**src/rtl/dft_frame_sched_if.sv**
```systemverilog
// dft_frame_sched_if: sample-in and result-out streams of the DFT frame scheduler
interface dft_frame_sched_if #(parameter int DATA_W = 16);
  logic              s_valid, s_ready, m_valid, m_last, m_ready;
  logic [DATA_W-1:0] s_data, m_data;
  modport master (output s_valid, s_data, m_ready, input s_ready, m_valid, m_data, m_last);
  modport slave (input s_valid, s_data, m_ready, output s_ready, m_valid, m_data, m_last);
endinterface

```
**src/rtl/dft_frame_sched.sv**
```systemverilog
// dft_frame_sched: gathers 4 samples, fires the DFT core, waits with timeout, streams 4 results
module dft_frame_sched #(
  parameter int DATA_W  = 16,
  parameter int TIMEOUT = 1023,
  parameter int LAT_W   = 10
) (
  input  logic              clk,
  input  logic              rst,
  dft_frame_sched_if.slave  bus,
  output logic              next,
  output logic [DATA_W-1:0] X0, X1, X2, X3,
  input  logic              next_out,
  input  logic [DATA_W-1:0] Y0, Y1, Y2, Y3,
  output logic              busy,
  output logic [1:0]        err,
  input  logic              err_clr,
  output logic [LAT_W-1:0]  last_lat,
  output logic [15:0]       frames
);
  typedef enum logic [1:0] {COLLECT, FIRE, WAIT, DRAIN} state_t;
  state_t state, state_n;
  logic [1:0] idx, beat;
  logic [3:0][DATA_W-1:0] x, y;
  logic [LAT_W-1:0] cnt;
  logic take, give, expired;
  assign take = bus.s_valid && bus.s_ready;
  assign give = bus.m_valid && bus.m_ready;
  assign expired = cnt == LAT_W'(TIMEOUT);
  assign bus.s_ready = state == COLLECT;
  assign next = state == FIRE;
  assign bus.m_valid = state == DRAIN;
  assign bus.m_data = y[beat];
  assign bus.m_last = bus.m_valid && beat == 2'd3;
  assign busy = state != COLLECT || idx != 2'd0;
  assign {X3, X2, X1, X0} = x;
  always_ff @(posedge clk or posedge rst)
    if (rst) state <= COLLECT;
    else state <= state_n;
  always_comb begin
    state_n = state;
    case (state)
      COLLECT: state_n = take && idx == 2'd3 ? FIRE : COLLECT;
      FIRE:    state_n = WAIT;
      WAIT:    state_n = next_out ? DRAIN : expired ? COLLECT : WAIT;
      DRAIN:   state_n = give && beat == 2'd3 ? COLLECT : DRAIN;
      default: state_n = COLLECT;
    endcase
  end
  // cnt holds the WAIT-cycle number directly, so it is preloaded with 1 on FIRE
  always_ff @(posedge clk or posedge rst)
    if (rst) begin
      idx      <= '0;
      beat     <= '0;
      x        <= '0;
      y        <= '0;
      cnt      <= '0;
      err      <= '0;
      last_lat <= '0;
      frames   <= '0;
    end else begin
      if (take) begin
        x[idx] <= bus.s_data;
        idx    <= idx + 2'd1;
      end
      if (state == FIRE) cnt <= LAT_W'(1);
      if (state == WAIT) cnt <= cnt + LAT_W'(1);
      if (state == WAIT && next_out) begin
        y        <= {Y3, Y2, Y1, Y0};
        last_lat <= cnt;
      end
      if (give) begin
        beat <= beat + 2'd1;
        if (beat == 2'd3) frames <= frames + 16'd1;
      end
      err <= (err_clr ? 2'b00 : err) | {next_out && state != WAIT, state == WAIT && !next_out && expired};
    end
endmodule
```
**src/flat_wrapper.sv**
```systemverilog
// flat-port wrapper written by rule: the top's interface ports become plain ports
module dft_frame_sched_flat 
#(
  parameter int DATA_W  = 16,
  parameter int TIMEOUT = 1023,
  parameter int LAT_W   = 10
)
  (clk, rst, next, X0, X1, X2, X3, next_out, Y0, Y1, Y2, Y3, busy, err, err_clr, last_lat, frames, bus_s_valid, bus_s_data, bus_m_ready, bus_s_ready, bus_m_valid, bus_m_data, bus_m_last);
  dft_frame_sched_if #(.DATA_W(DATA_W)) bus_i ();
  input  logic clk;
  input  logic rst;
  output logic next;
  output logic [DATA_W-1:0] X0;
  output logic [DATA_W-1:0] X1;
  output logic [DATA_W-1:0] X2;
  output logic [DATA_W-1:0] X3;
  input  logic next_out;
  input  logic [DATA_W-1:0] Y0;
  input  logic [DATA_W-1:0] Y1;
  input  logic [DATA_W-1:0] Y2;
  input  logic [DATA_W-1:0] Y3;
  output logic busy;
  output logic [1:0] err;
  input  logic err_clr;
  output logic [LAT_W-1:0] last_lat;
  output logic [15:0] frames;
  input wire logic [$bits(bus_i.s_valid)-1:0] bus_s_valid;
  input wire logic [$bits(bus_i.s_data)-1:0] bus_s_data;
  input wire logic [$bits(bus_i.m_ready)-1:0] bus_m_ready;
  output wire logic [$bits(bus_i.s_ready)-1:0] bus_s_ready;
  output wire logic [$bits(bus_i.m_valid)-1:0] bus_m_valid;
  output wire logic [$bits(bus_i.m_data)-1:0] bus_m_data;
  output wire logic [$bits(bus_i.m_last)-1:0] bus_m_last;
  assign bus_i.s_valid = bus_s_valid;
  assign bus_i.s_data = bus_s_data;
  assign bus_i.m_ready = bus_m_ready;
  assign bus_s_ready = bus_i.s_ready;
  assign bus_m_valid = bus_i.m_valid;
  assign bus_m_data = bus_i.m_data;
  assign bus_m_last = bus_i.m_last;
  dft_frame_sched #(.DATA_W(DATA_W), .TIMEOUT(TIMEOUT), .LAT_W(LAT_W)) u_core (.clk(clk), .rst(rst), .bus(bus_i), .next(next), .X0(X0), .X1(X1), .X2(X2), .X3(X3), .next_out(next_out), .Y0(Y0), .Y1(Y1), .Y2(Y2), .Y3(Y3), .busy(busy), .err(err), .err_clr(err_clr), .last_lat(last_lat), .frames(frames));
endmodule
```
**config.mk**
```make
export PLATFORM = sky130hd
export DESIGN_NAME = dft_frame_sched_flat
export DESIGN_NICKNAME = d
export VERILOG_FILES = /design/src/rtl/dft_frame_sched_if.sv /design/src/rtl/dft_frame_sched.sv /design/src/flat_wrapper.sv
export SDC_FILE = /design/constraint.sdc
export NUM_CORES = 1
export LEC_CHECK = 0
export BUFFER_PORTS_ARGS = -buffer_cell sky130_fd_sc_hd__buf_4
export CORE_ASPECT_RATIO = 0.75
export CORE_MARGIN = 4
export CORE_UTILIZATION = 58
export CTS_BUF_LIST = sky130_fd_sc_hd__clkbuf_8
export CTS_CLUSTER_SIZE = 28
export DETAILED_ROUTE_END_ITERATION = 6
export PLACE_DENSITY_LB_ADDON = 0.15
export RECOVER_POWER = 100
export SLEW_MARGIN = 20
export SYNTH_ARGS = -nofsm -noshare
export SYNTH_HDL_FRONTEND = slang
export SYNTH_SLANG_ARGS = --single-unit
```
**constraint.sdc**
```tcl
create_clock -name clk -period 17.4 [get_ports clk]
set_input_delay 2.61 -clock clk [delete_from_list [all_inputs] [get_ports clk]]
set_output_delay 2.61 -clock clk [all_outputs]
set_load 0.01 [all_outputs]
```
==> metrics.yaml <==
grt_pass1_vias: 4767
rrSetupSlack_ps: 12980
synth.top_cell.area_share: 0.602
place.gp.congestion: 0.837
period_share: 0.473
area_delta_synth_final_pct: 21.8
reg2reg_depth: 5
yosys_warnings: 0
layout-drive-gt1-share: 0.397
coreArea_um2: 11800
synth_common_cells: "dfrtp_1 (172), mux2_2 (139), nand2_1 (21), xnor2_1 (18), buf_2 (17)"
cp-startpoint: "rst"
p_sw_w: 0.000506
antenna_found_initial: 0
clk_pin_slew_worst_paths_ps: 80
cts-htree-levels: 4
hpwl_mm: 11.1
cts-root-buf: "clkbuf_8"
n_antenna_cell: 0
ys_ff_latch: 172
cts_hold_buf: 0
synth_edf_count: 0
cts_tree: "done"
grt_first_pass_wirelength_mm: 24.8
ys_types: 34
vias: 4500
status: "finished, violations left"
io_buffers: 198
async_flop_share: 1.00
cap_viol_max_count: 3
clockPowerShare: 0.187
vias_per_cell: 5.31
syn_inst: 474
start_util: 0.605
cts.path.max_buffers: 2
critPathRequiredTime_ps: 17090
synth_seq_area_share: 0.602
wl_per_cell_um: 18.2
critical_path_class: "input port to async pin"
grt_max_degree: 100
p_leak_nw: 3.88
avgSynthCellArea_um2: 15.1
nNetsFinal: 770
slew_viol_final: 253
fin_cells: 847
skew_ps: 15.0
power.total_w: 0.00149
pwr-share-seq: 0.455
endpoint_kind: "async pin"
slew_headroom: -1.79
hp-class: "register to register"
max-vdd-ir-drop_mv: 0.0786
r2r_end: "u_core.y[9]$_DFFE_PP0P_"
drc: 0
timing.hold.ws_ps: 485
p_int_w: 0.000986
fmax_mhz: 121
dieHeight_um: 104
regToRegStartpoint: "u_core.state[0]$_DFF_PP0_"
cp_max_fo: 99
hp-start: "u_core.frames[15]$_DFFE_PP0P_"
die_area_um2: 14200
rows: 34
min_period_ps: 8240
ant_nets: 0
arrival_ps: 7930
power_density_nw_per_um2: 171
setup-tns-final_ps: 0
ios: 199
crit_path_end: "u_core.y[9]$_DFFE_PP0P_"
combinationalPowerShare: 0.358
syn_area_um2: 7150
drtIter0Drc: 173
drt_pre_antenna_iters: 4
violations: "capacitance limit, slew limit"
setup_viol: 0
cts_buffers: 17
grt_overflow: 0
worst_pin_slew_ps: 4160
fin_util: 0.737
fp.dieW_um: 136
p_sw_frac: 0.339
cts.sinks: 172
synth-main-ff-cell: "dfrtp_1"
fill_cells: 892
yosys.cell_count.top_type: "dfrtp_1"
grt_usage: 0.224
synth.area.top_cells: "dfrtp_1 (60%), mux2_2 (22%), mux4_2 (5.0%)"
cts.repair.resized: 0
yosys.area.top_type: "dfrtp_1"
place_inst: 815
start_kind: "input port"
post-cts-setup-buffers: 0
clock_latency_ps: 450
rsz0062_at_grt: "false"
hold_violations: 0
wirelength_mm: 15.4
synth_nets: 572
## sequential cells by signal, indices dropped and copies added, names as in the netlist, 10 cells and up
name and cells:
u_core.y 64, u_core.X0 16, u_core.X2 16, u_core.X1 16, u_core.last_lat 10, u_core.cnt 10, u_core.frames 16, u_core.X3 16
## worst max-delay path: stages
cell	delay (ps)
clkbuf_4	110
clkinvlp_2	2320
clkbuf_1	2760
## routing by layer
layer / part of all wire / vias to the layer above / global-route usage / wire (um)
li1: - / 2098 / - / -
met1: 0.42 / 2243 / 0.296 / 6510
met3: 0.070 / 19 / 0.0629 / 1080
met5: 0 / - / 0 / 0
met2: 0.49 / 140 / 0.366 / 7600
met4: 0.016 / 0 / 0.0655 / 244
## layout by cell type (no fill, tap or decap), types with 3 or more instances in the layout
cell          n
clkbuf_8     17
buf_4        83
mux4_2       16
dfrtp_1     172
ha_1         12
a21oi_1       3
o21ai_0       9
clkinvlp_4    3
nand2_1      20
mux2_2      137
inv_6         7
nor3_1        3
nand3_1      15
inv_1        12
nand4_1       5
nor2_1        6
xnor2_1      18
clkbuf_1    116
## cell type report
class / instances / area (um^2) / area share
sequential: 172 / 4300 / 0.494
multi-input combinational: 270 / 2700 / 0.310
timing repair buffer: 200 / 1070 / 0.122
clock buffer: 17 / 234 / 0.0269
tap: 162 / 203 / 0.0233
clock inverter: 15 / 160 / 0.0184
inverter: 11 / 42.5 / 0.00488
## worst min path at each step
stage / end / slack, ps / cells after the start
after floorplan: u_core.y[32]$_DFFE_PP0P_ / 470 / 1
after global placement: u_core.frames[15]$_DFFE_PP0P_ / 460 / 1
after detailed placement: u_core.frames[15]$_DFFE_PP0P_ / 480 / 1
after CTS: u_core.frames[15]$_DFFE_PP0P_ / 490 / 1
after global routing: u_core.frames[15]$_DFFE_PP0P_ / 490 / 1
final: u_core.frames[15]$_DFFE_PP0P_ / 480 / 1
## power groups by stage
stage	combinational (W)	clock (W)	sequential, W
finish	0.000535	0.000279	0.000678
global route	0.000586	0.000303	0.000700
CTS	0.000636	0.000285	0.000680
detailed placement	0.000634	0	0.000687
global placement	0.000612	0	0.000676
floorplan	0.000352	0	0.000680
## kinds of logic after synthesis
group           after synthesis  share of synthesized area
buf+inv                      32                     0.0203
flops                       172                      0.602
fa+ha+maj                    12                     0.0210
compound gates               20                     0.0177
xor+xnor                     19                     0.0233
mux                         155                      0.269
simple gates                 64                     0.0469
## metrics by stage
stage	instance area [um^2]	worst slack (ps)
after floorplan	7150	10130
after global placement	8760	12900
after detailed placement	8760	12870
after CTS	9160	12350
after global routing	8710	7840
final	8710	9160
Power figures use the tool's default switching activity.
